`src/rtl/cam_pixel_packer.sv`:
```
// DVP byte stream to DDR-width word packer with start-up frame skipping,
// line/frame geometry checking, end-of-frame partial-word flush and frame markers.
module cam_pixel_packer #(
  parameter int unsigned DATA_W      = 256,
  parameter int unsigned H_ACT       = 1024,
  parameter int unsigned V_ACT       = 768,
  parameter int unsigned SKIP_FRAMES = 2,
  parameter int unsigned BYTE_SWAP   = 0
) (
  input  logic              clk,
  input  logic              rst,
  input  logic              en,
  input  logic              cam_vsync,
  input  logic              cam_href,
  input  logic [7:0]        cam_data,
  output logic              wr_en,
  output logic [DATA_W-1:0] wr_data,
  output logic              wr_sof,
  output logic              frame_done,
  output logic              line_err,
  output logic [15:0]       frame_cnt
);

  localparam int unsigned PPW = DATA_W / 16;
  localparam int unsigned SW  = $clog2(PPW);
  localparam int unsigned PW  = $clog2(H_ACT + 2);
  localparam int unsigned LW  = $clog2(V_ACT + 2);

  localparam logic [SW-1:0] SlotLast = SW'(PPW - 1);
  localparam logic [PW-1:0] PixAct   = PW'(H_ACT);
  localparam logic [PW-1:0] PixSat   = PW'(H_ACT + 1);
  localparam logic [LW-1:0] LineAct  = LW'(V_ACT);
  localparam logic [LW-1:0] LineSat  = LW'(V_ACT + 1);
  localparam logic [3:0]    SkipLast = 4'(SKIP_FRAMES - 1);

  localparam logic [1:0] StIdle   = 2'd0;
  localparam logic [1:0] StSync   = 2'd1;
  localparam logic [1:0] StSkip   = 2'd2;
  localparam logic [1:0] StActive = 2'd3;

  logic              vs_q, hr_q, vs_prev_q, hr_prev_q;
  logic [7:0]        dat_q;
  logic              phase_q, phase_d;
  logic [7:0]        byte_q, byte_d;
  logic [1:0]        state_q, state_d;
  logic [3:0]        skip_q, skip_d;
  logic [PW-1:0]     pix_q, pix_d;
  logic [LW-1:0]     line_q, line_d;
  logic [SW-1:0]     slot_q, slot_d;
  logic [DATA_W-1:0] acc_q, acc_d, word;
  logic              sof_pend_q, sof_pend_d;
  logic              wr_en_q, wr_en_d, wr_sof_q, wr_sof_d;
  logic              frame_done_q, frame_done_d, line_err_q, line_err_d;
  logic [DATA_W-1:0] wr_data_q, wr_data_d;
  logic [15:0]       frame_cnt_q, frame_cnt_d;

  logic        hr_eff, vs_rise, hr_rise, hr_fall, pix_done, pix_keep;
  logic [15:0] pixel;

  // href seen during vertical blanking never counts as line data
  assign hr_eff   = hr_q & ~vs_q;
  assign vs_rise  = vs_q & ~vs_prev_q;
  assign hr_rise  = hr_eff & ~hr_prev_q;
  assign hr_fall  = ~hr_eff & hr_prev_q;
  assign pix_done = hr_eff & phase_q;
  assign pix_keep = (state_q == StActive) & pix_done & (pix_q < PixAct) & (line_q < LineAct);
  assign pixel    = (BYTE_SWAP != 0) ? {dat_q, byte_q} : {byte_q, dat_q};

  always_comb begin
    state_d      = state_q;
    skip_d       = skip_q;
    phase_d      = hr_eff & ~phase_q;
    byte_d       = byte_q;
    pix_d        = pix_q;
    line_d       = line_q;
    slot_d       = slot_q;
    acc_d        = acc_q;
    sof_pend_d   = sof_pend_q;
    wr_en_d      = 1'b0;
    wr_data_d    = wr_data_q;
    wr_sof_d     = 1'b0;
    frame_done_d = 1'b0;
    line_err_d   = line_err_q;
    frame_cnt_d  = frame_cnt_q;
    word         = acc_q;
    word[{slot_q, 4'b0000} +: 16] = pixel;
    if (hr_eff && !phase_q) byte_d = dat_q;

    case (state_q)
      StIdle: if (en) state_d = StSync;
      StSync: begin
        if (!en) begin
          state_d = StIdle;
        end else if (vs_rise) begin
          sof_pend_d = 1'b1;
          skip_d     = '0;
          state_d    = (SKIP_FRAMES == 0) ? StActive : StSkip;
        end
      end
      StSkip: begin
        if (!en) begin
          state_d = StIdle;
        end else if (vs_rise) begin
          if (skip_q == SkipLast) state_d = StActive;
          else skip_d = skip_q + 4'd1;
        end
      end
      StActive: begin
        if (hr_rise) pix_d = '0;
        else if (pix_done && pix_q != PixSat) pix_d = pix_q + 1'b1;
        if (hr_fall) begin
          if (pix_q != PixAct) line_err_d = 1'b1;
          if (line_q != LineSat) line_d = line_q + 1'b1;
        end
        if (pix_keep) begin
          if (slot_q == SlotLast) begin
            wr_en_d    = 1'b1;
            wr_data_d  = word;
            wr_sof_d   = sof_pend_q;
            sof_pend_d = 1'b0;
            acc_d      = '0;
            slot_d     = '0;
          end else begin
            acc_d  = word;
            slot_d = slot_q + 1'b1;
          end
        end
        // Frame boundary: flush partial word (unused slots already zero), then rearm
        if (vs_rise) begin
          if (slot_q != '0) begin
            wr_en_d   = 1'b1;
            wr_data_d = acc_q;
            wr_sof_d  = sof_pend_q;
          end
          if (line_q != LineAct) line_err_d = 1'b1;
          frame_done_d = 1'b1;
          frame_cnt_d  = frame_cnt_q + 16'd1;
          sof_pend_d   = 1'b1;
          line_d       = '0;
          pix_d        = '0;
          slot_d       = '0;
          acc_d        = '0;
          if (!en) state_d = StIdle;
        end
      end
      default: state_d = StIdle;
    endcase

    if (state_q != StActive) begin
      pix_d  = '0;
      line_d = '0;
      slot_d = '0;
      acc_d  = '0;
    end
  end

  always_ff @(posedge clk) begin
    if (rst) begin
      vs_q         <= 1'b0;
      hr_q         <= 1'b0;
      dat_q        <= '0;
      vs_prev_q    <= 1'b0;
      hr_prev_q    <= 1'b0;
      phase_q      <= 1'b0;
      byte_q       <= '0;
      state_q      <= StIdle;
      skip_q       <= '0;
      pix_q        <= '0;
      line_q       <= '0;
      slot_q       <= '0;
      acc_q        <= '0;
      sof_pend_q   <= 1'b0;
      wr_en_q      <= 1'b0;
      wr_data_q    <= '0;
      wr_sof_q     <= 1'b0;
      frame_done_q <= 1'b0;
      line_err_q   <= 1'b0;
      frame_cnt_q  <= '0;
    end else begin
      vs_q         <= cam_vsync;
      hr_q         <= cam_href;
      dat_q        <= cam_data;
      vs_prev_q    <= vs_q;
      hr_prev_q    <= hr_eff;
      phase_q      <= phase_d;
      byte_q       <= byte_d;
      state_q      <= state_d;
      skip_q       <= skip_d;
      pix_q        <= pix_d;
      line_q       <= line_d;
      slot_q       <= slot_d;
      acc_q        <= acc_d;
      sof_pend_q   <= sof_pend_d;
      wr_en_q      <= wr_en_d;
      wr_data_q    <= wr_data_d;
      wr_sof_q     <= wr_sof_d;
      frame_done_q <= frame_done_d;
      line_err_q   <= line_err_d;
      frame_cnt_q  <= frame_cnt_d;
    end
  end

  assign wr_en      = wr_en_q;
  assign wr_data    = wr_data_q;
  assign wr_sof     = wr_sof_q;
  assign frame_done = frame_done_q;
  assign line_err   = line_err_q;
  assign frame_cnt  = frame_cnt_q;

endmodule

```
`config.mk`:
```
export PLATFORM = sky130hd
export DESIGN_NAME = cam_pixel_packer
export DESIGN_NICKNAME = d
export VERILOG_FILES = /design/src/rtl/cam_pixel_packer.sv
export SDC_FILE = /design/constraint.sdc
export NUM_CORES = 1
export LEC_CHECK = 0
export CAP_MARGIN = 10
export CORE_UTILIZATION = 31
export DETAILED_ROUTE_END_ITERATION = 16
export DONT_BUFFER_PORTS = 1
export SYNTH_ARGS = -nofsm -noshare
export SYNTH_HDL_FRONTEND = slang
export SYNTH_SLANG_ARGS = --single-unit
export TNS_END_PERCENT = 1
```
`constraint.sdc`:
```
create_clock -name clk -period 2.7 [get_ports clk]
set_input_delay 0.405 -clock clk [delete_from_list [all_inputs] [get_ports clk]]
set_output_delay 0.405 -clock clk [all_outputs]
set_load 0.05 [all_outputs]
```
# After elaboration in Yosys (flattened, before gate mapping)
# Index checks and enable logic that the tools add are counted.
# W data, S select, Z words.
totals:
  ff_bits: 585
  input_bits: 13
  output_inout_bits: 276
  elab_cells: 139
classes:
  addsub: 6
  order_cmp: 2
  eq_ne: 23
  n_shift: 2
  muxes: 51
  n_bitwise: 15
  n_reduce_logical: 20
op_table:
  columns: ["op", "n"]
  rows:
  - ["$mux W256", 7]
  - ["$bwmux W256", 1]
  - ["$shift A16 B10 Y256 const A", 1]
  - ["$shiftx A16 B10 Y256", 1]
  - ["$mux W11", 3]
  - ["$mux W4", 8]
  - ["$mux W10", 3]
  - ["$ne A11 B11 Y1 const B", 2]
  - ["$ne A10 B10 Y1 const B", 2]
  - ["$mux W1", 18]
  - ["$ne A2 B2 Y1 const B", 9]
  - ["$add A16 B1 Y16 const B", 1]
  - ["$mux W2", 8]
  - ["$ne A3 B3 Y1 const B", 4]
  - ["$reduce_and A6 Y1", 2]
  - ["$add A11 B1 Y11 const B", 1]
  - ["$lt A11 B11 Y1 const B", 1]
  - ["$add A10 B1 Y10 const B", 1]
  - ["$lt A10 B10 Y1 const B", 1]
  - ["$neg A8 Y10", 1]
  - ["$reduce_bool A2 Y1", 5]
  - ["$and A1 B1 Y1", 9]
  - ["$add A4 B1 Y4 const B", 2]
  - ["$pmux W2 S4", 1]
  - ["other kinds (17)", 27]

# Logic depth before layout (Yosys ltp)
# Gate-level depths: netlist of run 1.
logic_depth:
  ltp_word: 9
  ltp_mapped: 11
  ltp_nobuf: 8

# Worst setup path after synthesis of run 1
# No wires, ideal clock.
synth_timing:
  path_kind: "register to register"
  from: "reg slot_q[0]"
  to: "reg acc_q[10]"
  setup_time_ns: 0.117
  arrival_time_ns: 2.315
  required_ns: 2.583
  path_slack_ns: 0.269
  path_stages_with_launch: 11
  path_buffers: 3
  period_less_slack_ns: 2.431
  cell_sequence: "dfxtp_1 > buf_2 > inv_1 > ha_1 > nor2_1 > or4b_1 > buf_2 > a21oi_1 > nor2_1 > buf_2 > a22o_1"
synth_via:
  elab_chain_len: 6
  elab_cells_between_ends: 8
  cone_classes: "add/sub (1); eq/ne (1); shift (2); mux (4)"
synth_lines:
  columns: ["item", "line_no", "rtl"]
  rows:
  - ["from (decl)", "49", "logic [SW-1:0] slot_q, slot_d;"]
  - ["from (signal assigned)", "191", "slot_q <= slot_d;"]
  - ["$neg A8 Y10", "86", "word[{slot_q, 4'b0000} +: 16] = pixel;"]
  - ["$shiftx A16 B10 Y256 / $shift A16 B10 Y256 (equally long branches)", "86", null]
  - ["$bwmux W256", "86", null]
  - ["$mux W256 (*)", "116", "if (slot_q == SlotLast) begin"]
  - ["$mux W256 (*)", "115", "if (pix_keep) begin"]
  - ["$mux W256 (*)", "129", "if (vs_rise) begin"]
  - ["to (signal assigned)", "171", "acc_q <= '0;"]
  - ["to (signal assigned)", "192", "acc_q <= acc_d;"]
  - ["to (decl)", "50", "logic [DATA_W-1:0] acc_q, acc_d, word;"]
# Mark *: on every way between the ends. The rest lies on a longest branch, timed or not. The select of a mux whose other input is x is not followed.
# A chain may end at the register's enable or synchronous reset.

# Worst setup path after layout of run 1
layout_timing:
  from: "reg slot_q[0]"
  to: "reg acc_q[95]"
# Same word-level chain as after synthesis.

==> reports/qor.log, run 1 <==
qor: status.outcome finished clean
qor: route.wire_per_inst 22.96 microns
qor: setup_path.crit_buf_inv 1
qor: setup_path.required_time_reported_for_the_critical_path_endpoint 3230 ps
qor: placed_design.dpl.cell_count 3025
qor: layout.final-seq-area 11710 sq um
qor: layout.final_area 24880 sq um
qor: route.drtIter0Drc 1483
qor: floorplan.die_height 264.6 microns
qor: synth.synth-compound-area-share 22.64%
qor: synth.synth.mux.area_fraction 0.8075%
qor: layout.n_fill_cell 6722
qor: synth.mappedNetlistNets 2267
qor: setup_path.criticalPathCategory reg -> reg
qor: synth.top_area_cells_in_the_synthesized_netlist sky130_fd_sc_hd__dfxtp_1 55%, sky130_fd_sc_hd__a22o_1 5.2%, sky130_fd_sc_hd__o2bb2ai_1 5.2%, sky130_fd_sc_hd__nand2_1 5.1%, sky130_fd_sc_hd__a21oi_1 3.8%
qor: layout.synthToLayoutAreaGrowth 16.34%
qor: placed_design.dpl.hpwl 47530 microns
qor: layout.layout.cells.non_filler 3159
qor: placed_design.globalplace.congestion 0.8321
qor: pwr.ir_worst_vdd 452.0 uV
qor: synth.synth_seq_cells 585
qor: timing.max-slew-margin-rel 41.88%
qor: pwr.cellPowerDensity 718.6 nW/um^2
qor: grt.grt_overflow 0
qor: synth.synth_top_cell_area_share 54.77%
qor: synth.yosys.area_share.adder 0.7607%
qor: clock_tree.clock_h_tree_levels 2
qor: floorplan.start_util 31.56%
qor: hold_path.hold_path_class in -> reg
qor: clock_tree.tritoncts_clock_tree done
qor: setup_path.crit_end_category flop
qor: synth.synth.largest_area_cell sky130_fd_sc_hd__dfxtp_1
qor: placed_design.dpl-instance-area 22480 sq um
qor: clock_tree.clock-root-buffer sky130_fd_sc_hd__clkbuf_16
qor: route.dr.pass1.iters 8
qor: setup_path.max_stage_delay 460 ps
qor: synth.synth_area_per_cell 9.542 sq um
qor: placed_design.dp_slack 63.41 ps
qor: floorplan.die_area 70030 sq um
qor: synth.post_synthesis_xor_xnor_area_fraction 1.147%
qor: setup_path.startpoint_type flop
qor: synth.synthDistinctLibCells 71
qor: synth.ys_async_sr_fraction 0%
qor: timing.transition_time_of_the_tightest_slew_check_pin 865.2 ps
qor: timing.finalWorstSetupSlack 105.7 ps
qor: grt.grt_antenna_before_repair 2
qor: pwr.power.total 17.88 mW
qor: timing.totalNegativeSetupSlack 0 ps
qor: clock_tree.worstSkewPairLatency 630 ps
qor: timing.skew 29.73 ps
qor: run.max-cap-violations 0
qor: floorplan.io_pins 289
qor: setup_path.crit_path_top_delay_cell sky130_fd_sc_hd__dfxtp_1
qor: synth.number_of_flops_mapped_to_enable_cells_by_yosys 0
qor: setup_path.critical_path.max_fanout 16
qor: placed_design.io_buffers 0
qor: setup_path.critical_path.top_delay_family simple AND/OR/NAND/NOR gates
qor: floorplan.die_w 264.6 microns
qor: synth.netlist_top_cells_count 585 x sky130_fd_sc_hd__dfxtp_1, 290 x sky130_fd_sc_hd__nand2_1, 215 x sky130_fd_sc_hd__nor2_1
qor: route.drt.antenna.violating_nets 0
qor: layout.multi_input_comb_area 8786 sq um
qor: synth.synth.most_common_cell sky130_fd_sc_hd__dfxtp_1
qor: route.dr.max_layer_used met5
qor: floorplan.core 67750 sq um
qor: layout.design.final.nets 2257
qor: setup_path.crit_arrival 3120 ps
qor: synth.yosys_warnings 0
qor: route.met2WireLength 34210 microns
qor: timing.final_hold_viol_count 0
qor: timing.timing_max_transition_violations_final 0
qor: route.drt-met1-wl 30570 microns
qor: clock_tree.cts_made_buffers 61
qor: timing.timing.final.setup_violations 0
qor: synth.synth_top_flop_cell sky130_fd_sc_hd__dfxtp_1
qor: synth.post_synth_inst_count 2241
qor: timing.setup_repair_after_global_routing_missed_its_margin yes
qor: route.dr_total_vias 17497
qor: grt.grt_first_pass_wirelength 107800 microns
qor: clock_tree.clock_sinks 585
qor: synth.main_combinational_cell_family_by_area_after_synthesis compound AO/OA/AOI/OAI gates
qor: route.drc 0
qor: route.met3_wirelength 5847 microns
qor: setup_path.crit_path_cell_trace inv_1 > ha_1 > nand2b_1 > o22a_1 > nor2b_1 > nand2_1 > o2bb2ai_1
qor: grt.grt_usage 20.01%
qor: route.drt-vias-per-instance 5.539
qor: grt.vias_in_the_first_global_route 16775
qor: pwr.leak 8.799 nW
qor: timing.min_period_over_period 96.09%
qor: layout.layout-drive-gt1-share 11.03%
qor: clock_tree.clkTransAtPathRegs 60 ps
qor: timing.fin_crit 2594 ps
qor: synth.seq_total_area_yosys 54.77%
qor: floorplan.placementRows 95
qor: synth.synth.cell_area 21380 sq um
qor: route.routed_wl 72540 microns
qor: timing.max_freq 385.5 MHz
qor: synth.post_synth_and_or_nand_nor_area_fraction 15.28%
qor: clock_tree.cts_buffer_depth 3
qor: grt.maximum_number_of_pins_on_one_net_before_global_route_repair 140
path summary, 6_finish.rpt:
kind	start	end	slack, ps	depth (start not counted)
setup / recovery	slot_q[0]	acc_q[95]	110	7
hold / removal	en	skip_q[3]	40	3
setup reg to reg	slot_q[0]	acc_q[95]	110	7
hold reg to reg	acc_q[243]	wr_data[243]	450	2
cells by family (layout without fill, tap and decap cells):
| kind of cell | Yosys count | after routing |
|---|---|---|
| mux | 17 | 17 |
| other cells | 0 | 2 |
| compound gates | 645 | 645 |
| simple gates | 724 | 724 |
| xor+xnor | 28 | 28 |
| fa+ha+maj | 13 | 13 |
| buf+inv | 229 | 272 |
| flops | 585 | 585 |
final cells by class:
| type | count | area share (%) |
|---|---|---|
| Clock inverter | 37 | 1.846 |
| Antenna cell | 2 | 0.02012 |
| Clock buffer | 79 | 6.850 |
| Multi-Input combinational cell | 1427 | 35.32 |
| Timing Repair Buffer | 110 | 3.797 |
| Tap cell | 873 | 4.391 |
| Inverter | 46 | 0.7041 |
| Sequential cell | 585 | 47.08 |
power by group:
part | internal, mW | total [mW] | switching [mW] | leakage [nW]
Sequential | 8.64 | 8.67 | 0.0314 | 4.71
Clock | 5.26 | 8.97 | 3.70 | 1.07
Combinational | 0.0583 | 0.233 | 0.175 | 3.02
routing by layer:
| layer | vias up | track usage [%] |
|---|---|---|
| met3 | 123 | 5.667 |
| met4 | 2 | 6.380 |
| met2 | 606 | 32.73 |
| met5 | - | 0 |
| met1 | 8653 | 25.31 |
| li1 | 8113 | - |
worst register-to-register path, cell delays in order (launching register included):
cell and delay, ps:
sky130_fd_sc_hd__dfxtp_1 460, sky130_fd_sc_hd__inv_1 110, sky130_fd_sc_hd__ha_1 330, sky130_fd_sc_hd__nand2b_1 250
sky130_fd_sc_hd__o22a_1 260, sky130_fd_sc_hd__nor2b_1 320, sky130_fd_sc_hd__nand2_1 460, sky130_fd_sc_hd__o2bb2ai_1 300
cell usage in the layout, fill, tap and decap left out, types with 6 or more instances in the layout:
cell                              n
sky130_fd_sc_hd__a21oi_1        163
sky130_fd_sc_hd__a221o_1         11
sky130_fd_sc_hd__a222oi_1        32
sky130_fd_sc_hd__a22o_1         128
sky130_fd_sc_hd__a311oi_1        30
sky130_fd_sc_hd__and3_1          14
sky130_fd_sc_hd__buf_4           88
sky130_fd_sc_hd__bufinv_16        8
sky130_fd_sc_hd__clkbuf_1         7
sky130_fd_sc_hd__clkbuf_16       61
sky130_fd_sc_hd__clkbuf_8        11
sky130_fd_sc_hd__clkinv_2        13
sky130_fd_sc_hd__dfxtp_1        585
sky130_fd_sc_hd__dlygate4sd3_1   14
sky130_fd_sc_hd__ha_1            13
sky130_fd_sc_hd__inv_1           45
sky130_fd_sc_hd__inv_6            7
sky130_fd_sc_hd__mux2i_1         15
sky130_fd_sc_hd__nand2_1        288
sky130_fd_sc_hd__nand2b_1         7
sky130_fd_sc_hd__nand3_1         16
sky130_fd_sc_hd__nand3b_1         6
sky130_fd_sc_hd__nand4_1         11
sky130_fd_sc_hd__nor2_1         213
sky130_fd_sc_hd__nor2_2           8
sky130_fd_sc_hd__nor2b_1         20
sky130_fd_sc_hd__nor3_1          56
sky130_fd_sc_hd__nor4_1          37
sky130_fd_sc_hd__o21ai_0         21
sky130_fd_sc_hd__o221ai_1        33
sky130_fd_sc_hd__o22ai_1         63
sky130_fd_sc_hd__o2bb2ai_1      128
sky130_fd_sc_hd__or3_1            8
sky130_fd_sc_hd__xnor2_1         13
sky130_fd_sc_hd__xor2_1          15
through the flow:
| stage | hold WS (ps) | util [%] |
|---|---|---|
| 2_1_floorplan | 430.1 | - |
| 3_3_place_gp | 444.2 | 33.19 |
| 3_5_place_dp | 446.2 | 33.19 |
| 4_1_cts | 2.633 | 36.63 |
| 5_1_grt | 34.49 | 36.71 |
| 6_report | 40.34 | 36.72 |
state kept, by name (all words and copies together), names as in the netlist, 8 cells and up:
signal     flops
pix_q         11
frame_cnt     16
line_q        10
wr_data      256
acc_q        256
byte_q         8
dat_q          8
timing repair:
| item | in CTS | in global routing |
|---|---|---|
| setup endpoints to repair | 0 | 117 |
| endpoints found under the hold margin | 142 | 0 |
| resized for setup | 0 | 9 |
| hold buffers | 15 | 0 |
| buffers inserted | 0 | 0 |
No activity file was read; power rests on OpenSTA's default activity.
==> run 2: changes to the inputs <==
--- a/config.mk
+++ b/config.mk
@@ -5,8 +5,9 @@
 export SDC_FILE = /design/constraint.sdc
 export NUM_CORES = 1
 export LEC_CHECK = 0
-export CAP_MARGIN = 10
-export CORE_UTILIZATION = 31
+export CAP_MARGIN = 30
+export CORE_MARGIN = 4
+export CORE_UTILIZATION = 50
 export DETAILED_ROUTE_END_ITERATION = 16
 export DONT_BUFFER_PORTS = 1
 export SYNTH_ARGS = -nofsm -noshare
==> run 2 against run 1 <==
Against the previous run:
- first-iteration DRC count is 21% higher
- final area is 2.6% lower
- global-route usage is 7.1 points higher
- worst hold slack worse by 5.5 ps
- core utilization is 21 points higher
- final cell count is 11% lower
- total power is 6.1% lower
- fmax is 1.4% higher
- non-clock buffer count is 8 higher
- clock power is 12% lower
- largest cell class unchanged
==> reports/qor.log, run 2 (synthesis results as in run 1) <==
qor: status.outcome finished clean [unchanged]
qor: route.routed_wl 65150 microns [was 72540 microns]
qor: placed_design.globalplace.congestion 0.8722 [was 0.8321]
qor: timing.fin_worst_hold_slack 34.87 ps [was 40.34 ps]
qor: timing.min_period_over_period 94.76% [was 96.09%]
qor: setup_path.reg2regPathDepth 9 [was 7]
qor: placed_design.io_buffers 0 [unchanged]
qor: clock_tree.clock-root-buffer sky130_fd_sc_hd__clkbuf_16 [unchanged]
qor: setup_path.critical_path.max_fanout 21 [was 16]
qor: grt.grt_overflow 0 [unchanged]
qor: hold_path.whs_path_depth 3 [unchanged]
qor: layout.synthToLayoutAreaGrowth 13.33% [was 16.34%]
qor: route.dr.max_layer_used met4 [was met5]
qor: timing.final_hold_viol_count 0 [unchanged]
qor: timing.fin_crit 2558 ps [was 2594 ps]
qor: route.wire_per_inst 23.14 microns [was 22.96 microns]
qor: grt.grt_usage 27.12% [was 20.01%]
qor: layout.final_area 24230 sq um [was 24880 sq um]
qor: route.drt.antenna.violating_nets 0 [unchanged]
qor: timing.timing.final.setup_violations 0 [unchanged]
qor: grt.grt_first_pass_wirelength 100600 microns [was 107800 microns]
qor: setup_path.startpoint_type flop [unchanged]
qor: setup_path.crit_end_category flop [unchanged]
qor: layout.n_fill_cell 3728 [was 6722]
qor: floorplan.die_height 214.8 microns [was 264.6 microns]
qor: route.drtIter0Drc 1790 [was 1483]
qor: setup_path.criticalPathCategory reg -> reg [unchanged]
qor: timing.timing_max_transition_violations_final 0 [unchanged]
qor: layout.layout.cells.non_filler 2815 [was 3159]
qor: clock_tree.clkTransAtPathRegs 70 ps [was 60 ps]
qor: route.drc 0 [unchanged]
qor: route.met2WireLength 29530 microns [was 34210 microns]
qor: floorplan.die_area 46140 sq um [was 70030 sq um]
qor: timing.setup_repair_after_global_routing_missed_its_margin no [was yes]
qor: run.max-cap-violations 0 [unchanged]
qor: clock_tree.worstSkewPairLatency 610 ps [was 630 ps]
qor: layout.number_of_diodes_added_for_antenna_fixing 0 [was 2]
qor: pwr.power.total 16.79 mW [was 17.88 mW]
qor: grt.grt_antenna_before_repair 0 [was 2]
qor: floorplan.core 42130 sq um [was 67750 sq um]
qor: timing.finalWorstSetupSlack 141.6 ps [was 105.7 ps]
qor: pwr.leak 8.710 nW [was 8.799 nW]
qor: setup_path.required_time_reported_for_the_critical_path_endpoint 3190 ps [was 3230 ps]
qor: floorplan.placementRows 75 [was 95]
qor: timing.totalNegativeSetupSlack 0 ps [unchanged]
qor: clock_tree.clock_sinks 585 [unchanged]
qor: timing.max-slew-margin-rel 39.47% [was 41.88%]
qor: pwr.pwr-share-comb 1.3% [about the same]
qor: floorplan.io_pins 289 [unchanged]
qor: layout.design.final.nets 2262 [was 2257]
qor: placed_design.dpl.hpwl 41790 microns [was 47530 microns]
qor: layout.most-common-layout-cells 585 x sky130_fd_sc_hd__dfxtp_1, 289 x sky130_fd_sc_hd__nand2_1, 214 x sky130_fd_sc_hd__nor2_1, 163 x sky130_fd_sc_hd__a21oi_1 [was 585 x sky130_fd_sc_hd__dfxtp_1, 288 x sky130_fd_sc_hd__nand2_1, 213 x sky130_fd_sc_hd__nor2_1, 163 x sky130_fd_sc_hd__a21oi_1]
qor: timing.skew 23.04 ps [was 29.73 ps]
qor: pwr.cellPowerDensity 693.0 nW/um^2 [was 718.6 nW/um^2]
qor: clock_tree.clock_h_tree_levels 2 [unchanged]
qor: hold_path.hold_path_class in -> reg [unchanged]
qor: layout.utilization 57.51% [was 36.72%]
qor: timing.transition_time_of_the_tightest_slew_check_pin 905.1 ps [was 865.2 ps]
qor: clock_tree.tritoncts_clock_tree done [unchanged]
qor: pwr.p_seq_share 51.7% [was 48.5%]
qor: placed_design.dp_slack 119.8 ps [was 63.41 ps]
qor: pwr.intPower 13.28 mW [was 13.97 mW]
qor: pwr.switching_portion_of_total_power 20.94% [was 21.87%]
qor: setup_path.crit_arrival 3050 ps [was 3120 ps]
qor: grt.maximum_number_of_pins_on_one_net_before_global_route_repair 138 [was 140]
qor: pwr.pwr-share-clk 47.0% [was 50.2%]
qor: placed_design.dpl.cell_count 2697 [was 3025]
qor: layout.layout-drive-gt1-share 10.33% [was 11.03%]
qor: floorplan.start_util 50.75% [was 31.56%]
qor: timing.max_freq 390.9 MHz [was 385.5 MHz]
qor: grt.vias_in_the_first_global_route 16223 [was 16775]
qor: route.dr_total_vias 17289 [was 17497]
qor: pwr.ir_worst_vdd 578.1 uV [was 452.0 uV]
qor: route.dr.pass1.iters 5 [was 8]
qor: pwr.sw_power 3.517 mW [was 3.910 mW]
qor: floorplan.die_w 214.8 microns [was 264.6 microns]
qor: layout.leading_cell_type_in_the_layout_fill_and_taps_excluded sky130_fd_sc_hd__dfxtp_1 [unchanged]
qor: clock_tree.cts_made_buffers 58 [was 61]
qor: route.drt-vias-per-instance 6.142 [was 5.539]
qor: route.met3_wirelength 5076 microns [was 5847 microns]
qor: clock_tree.cts_buffer_depth 3 [unchanged]
qor: route.drt-met1-wl 29010 microns [was 30570 microns]
qor: placed_design.dpl-instance-area 22170 sq um [was 22480 sq um]
## run 2: cell count changes in the layout (fill, tap and decap cells not counted), moves of 3 or more
cell,before,now
sky130_fd_sc_hd__buf_12,5,9
sky130_fd_sc_hd__buf_4,88,91
sky130_fd_sc_hd__bufinv_16,8,3
sky130_fd_sc_hd__clkbuf_1,7,12
sky130_fd_sc_hd__clkbuf_16,61,58
sky130_fd_sc_hd__clkinv_2,13,9
sky130_fd_sc_hd__inv_6,7,2
## run 2: power groups by stage
stage               clock (mW)  sequential, mW  combinational (mW)
finish                    7.89            8.68               0.223
floorplan                    0            8.85               0.119
CTS                       8.04            8.68               0.222
global route              8.42            8.68               0.238
global placement             0            8.87               0.164
detailed placement           0            8.87               0.166
## run 2: final cells by class
cell class | count | area [sq um] | area share, %
Clock buffer | 83 | 1675 | 6.913
Inverter | 46 | 175.2 | 0.7228
Multi-Input combinational cell | 1427 | 8750 | 36.11
Tap cell | 539 | 674.4 | 2.783
Clock inverter | 17 | 185.2 | 0.7642
Sequential cell | 585 | 11710 | 48.33
Timing Repair Buffer | 118 | 1062 | 4.384
## run 2: worst paths after layout
check        slack (ps)        from      endpoint
max                 140   slot_q[1]    wr_data[0]
min                  30          en     skip_q[2]
min reg2reg         460  acc_q[244]  wr_data[244]
max reg2reg         140   slot_q[1]    wr_data[0]
## run 2: timing repair
action	in CTS	in global routing
buffers inserted	0	0
hold buffers	17	0
hold endpoints to repair	141	0
resized for setup	0	2
setup endpoints to repair	0	20
## run 2: worst max-delay path, cell delays in order (launching register included)
cell and delay (ps):
sky130_fd_sc_hd__dfxtp_1 420, sky130_fd_sc_hd__ha_1 220, sky130_fd_sc_hd__and3_1 270, sky130_fd_sc_hd__and4_1 370
sky130_fd_sc_hd__buf_4 210, sky130_fd_sc_hd__nor2_4 60, sky130_fd_sc_hd__buf_6 180, sky130_fd_sc_hd__nand2_1 90
sky130_fd_sc_hd__a21oi_1 60, sky130_fd_sc_hd__dlygate4sd3_1 550
## run 2: layer usage
| layer | track usage (%) | vias up |
|---|---|---|
| li1 | - | 8122 |
| met1 | 37.79 | 8513 |
| met2 | 42.11 | 561 |
| met3 | 7.161 | 93 |
| met4 | 7.067 | 0 |
| met5 | 0 | - |
==> run 3: changes to the inputs <==
--- a/config.mk
+++ b/config.mk
@@ -5,11 +5,11 @@
 export SDC_FILE = /design/constraint.sdc
 export NUM_CORES = 1
 export LEC_CHECK = 0
-export CAP_MARGIN = 30
 export CORE_MARGIN = 4
-export CORE_UTILIZATION = 50
+export CORE_UTILIZATION = 63
 export DETAILED_ROUTE_END_ITERATION = 16
 export DONT_BUFFER_PORTS = 1
+export PLACE_DENSITY = 0.79
 export SYNTH_ARGS = -nofsm -noshare
 export SYNTH_HDL_FRONTEND = slang
 export SYNTH_SLANG_ARGS = --single-unit
==> run 3 against run 2 <==
Against the previous run:
- sequential share of layout area up 0.23 points
- combinational power down 3%
- largest power group unchanged
- the flow now finishes with violations (negative setup slack)
- worst setup slack worse by 160 ps
- fmax down 5.8%
- core utilization up 14 points
- clock power down 1%
- non-clock buffer count down 3
- register-to-register slack worse by 160 ps
- critical path depth down 1
- worst hold slack worse by 11 ps
- first-iteration DRC count up 1.0%
==> reports/qor.log, run 3 (synthesis results as in run 1) <==
qor: timing.totalNegativeSetupSlack -16.31 ps [was 0 ps]
qor: clock_tree.worstSkewPairLatency 580 ps [was 610 ps]
qor: grt.grt_antenna_before_repair 2 [was 0]
qor: setup_path.reg2reg_from slot_q[0] [was slot_q[1]]
qor: timing.timing_max_transition_violations_final 0 [unchanged]
qor: grt.grt_first_pass_wirelength 95230 microns [was 100600 microns]
qor: clock_tree.tritoncts_clock_tree done [unchanged]
qor: setup_path.critical_path.max_fanout 12 [was 21]
qor: setup_path.critPathMostFrequentCell sky130_fd_sc_hd__nor2_1
qor: timing.finalWorstSetupSlack -16.31 ps [was 141.6 ps]
qor: status.outcome finished, violations left [was finished clean]
qor: pwr.power.total 16.67 mW [was 16.79 mW]
qor: setup_path.crit_arrival 3170 ps [was 3050 ps]
qor: layout.layout.cells.non_filler 2721 [was 2815]
qor: clock_tree.clock-root-buffer sky130_fd_sc_hd__clkbuf_16 [unchanged]
qor: setup_path.crit_end_category flop [unchanged]
qor: placed_design.dpl.hpwl 39590 microns [was 41790 microns]
qor: timing.final_hold_viol_count 0 [unchanged]
qor: layout.leading_cell_type_in_the_layout_fill_and_taps_excluded sky130_fd_sc_hd__dfxtp_1 [unchanged]
qor: placed_design.globalplace.congestion 0.9329 [was 0.8722]
qor: hold_path.timing.hold.worst.start en [unchanged]
qor: route.dr_total_vias 17761 [was 17289]
qor: floorplan.core 33530 sq um [was 42130 sq um]
qor: clock_tree.clock_sinks 585 [unchanged]
qor: timing.skew 16.64 ps [was 23.04 ps]
qor: layout.layout-drive-gt1-share 10.39% [was 10.33%]
qor: route.dr.pass1.iters 9 [was 5]
qor: setup_path.crit_buf_inv 2 [was 3]
qor: grt.grt_usage 32.19% [was 27.12%]
qor: hold_path.hold_path_class in -> reg [unchanged]
qor: timing.transition_time_of_the_tightest_slew_check_pin 1005 ps [was 905.1 ps]
qor: setup_path.crit_path_top_delay_cell sky130_fd_sc_hd__or4b_1 [was sky130_fd_sc_hd__dlygate4sd3_1]
qor: timing.max_freq 368.1 MHz [was 390.9 MHz]
qor: route.drt.antenna.violating_nets 0 [unchanged]
qor: clock_tree.cts_made_buffers 54 [was 58]
qor: grt.maximum_number_of_pins_on_one_net_before_global_route_repair 135 [was 138]
qor: clock_tree.cts_buffer_depth 3 [unchanged]
qor: setup_path.crit_path_cell_trace inv_1 > ha_1 > nor2_1 > or4b_1 > buf_4 > mux2i_1 > nor2_1 > a221o_1 [was ha_1 > and3_1 > and4_1 > buf_4 > nor2_4 > buf_6 > nand2_1 > a21oi_1 > dlygate4sd3_1]
qor: clock_tree.clock_h_tree_levels 2 [unchanged]
qor: setup_path.crit_start slot_q[0] [was slot_q[1]]
qor: setup_path.required_time_reported_for_the_critical_path_endpoint 3150 ps [was 3190 ps]
qor: route.drt-vias-per-instance 6.527 [was 6.142]
qor: floorplan.die_height 192.2 microns [was 214.8 microns]
qor: setup_path.criticalPathCategory reg -> reg [unchanged]
qor: status.violated_checks negative setup slack
qor: route.wire_per_inst 22.82 microns [was 23.14 microns]
qor: clock_tree.clkTransAtPathRegs 60 ps [was 70 ps]
qor: route.drtIter0Drc 1808 [was 1790]
qor: pwr.cellPowerDensity 691.4 nW/um^2 [was 693.0 nW/um^2]
qor: grt.vias_in_the_first_global_route 16635 [was 16223]
qor: setup_path.max_stage_delay 530 ps [was 550 ps]
qor: layout.most-common-layout-cells 585 x sky130_fd_sc_hd__dfxtp_1, 288 x sky130_fd_sc_hd__nand2_1, 213 x sky130_fd_sc_hd__nor2_1, 163 x sky130_fd_sc_hd__a21oi_1 [was 585 x sky130_fd_sc_hd__dfxtp_1, 289 x sky130_fd_sc_hd__nand2_1, 214 x sky130_fd_sc_hd__nor2_1, 163 x sky130_fd_sc_hd__a21oi_1]
qor: pwr.ir_worst_vdd 517.6 uV [was 578.1 uV]
qor: run.max-cap-violations 0 [unchanged]
qor: timing.setup_repair_after_global_routing_missed_its_margin yes [was no]
qor: timing.min_period_over_period 100.6% [was 94.76%]
qor: route.routed_wl 62080 microns [was 65150 microns]
qor: placed_design.dpl.cell_count 2604 [was 2697]
qor: floorplan.start_util 63.77% [was 50.75%]
qor: setup_path.critical_path.top_delay_family simple AND/OR/NAND/NOR gates [was buffers and inverters]
qor: floorplan.io_pins 289 [unchanged]
qor: timing.timing.final.setup_violations 1 [was 0]
qor: setup_path.startpoint_type flop [unchanged]
qor: route.drc 0 [unchanged]
qor: clock_tree.cts_setup_buffers 0 [unchanged]
qor: grt.grt_overflow 0 [unchanged]
qor: floorplan.die_area 36950 sq um [was 46140 sq um]
qor: timing.fin_crit 2716 ps [was 2558 ps]
qor: timing.max-slew-margin-rel 32.76% [was 39.47%]
qor: layout.design.final.nets 2255 [was 2262]
qor: floorplan.placementRows 67 [was 75]
qor: placed_design.io_buffers 0 [unchanged]
qor: pwr.leak 8.704 nW [was 8.710 nW]
qor: layout.synthToLayoutAreaGrowth 12.79% [was 13.33%]
qor: floorplan.die_w 192.2 microns [was 214.8 microns]
## run 3: repair_timing
item,CTS,global route
resized for setup,0,7
hold buffers,17,0
setup endpoints to repair,0,69
hold endpoints to repair,141,0
## run 3: worst reg2reg max path, stage by stage (launching register included)
cell and delay [ps]:
sky130_fd_sc_hd__dfxtp_1 450, sky130_fd_sc_hd__inv_1 100, sky130_fd_sc_hd__ha_1 380, sky130_fd_sc_hd__nor2_1 340, sky130_fd_sc_hd__or4b_1 530, sky130_fd_sc_hd__buf_4 240, sky130_fd_sc_hd__mux2i_1 180, sky130_fd_sc_hd__nor2_1 80
sky130_fd_sc_hd__a221o_1 300
## run 3: report_power, final
part	internal (mW)	leakage, nW	switching (mW)
Clock	4.60	0.925	3.18
Combinational	0.0564	3.07	0.159
Sequential	8.64	4.71	0.0323
## run 3: area by class of cell
| cell class | instances | area, sq um |
|---|---|---|
| Inverter | 46 | 175.2 |
| Clock inverter | 11 | 107.6 |
| Tap cell | 448 | 560.5 |
| Timing Repair Buffer | 115 | 1040 |
| Fill cell | 2469 | 9414 |
| Multi-Input combinational cell | 1427 | 8768 |
| Sequential cell | 585 | 11710 |
| Antenna cell | 1 | 2.502 |
| Clock buffer | 88 | 1753 |
## run 3: metal layers
metal / wire, microns / global-route usage, %
met3: 6645 / 8.106
met5: 13 / 0
met2: 28080 / 49.13
met1: 24550 / 43.61
met4: 2793 / 13.93
## run 3: final timing paths
kind                               endpoint  slack, ps  cells past startpoint
worst max-delay path             wr_data[4]        -20                      8
worst min-delay path             state_q[1]         20                      2
worst max register to register   wr_data[4]        -20                      8
worst min register to register  wr_data[26]        450                      2
## run 3: stage by stage
stage                     area (sq um)  hold WS, ps  util [%]  setup WS, ps
after floorplan                  21380        430.1         -         268.5
after global placement           22030        443.0     65.71         219.0
after detailed placement         22030        441.5     65.71         30.71
after CTS                        24080        5.146     71.81         17.36
after global routing             24120        9.752     71.93        -105.2
final                            24120        24.24     71.93        -16.31
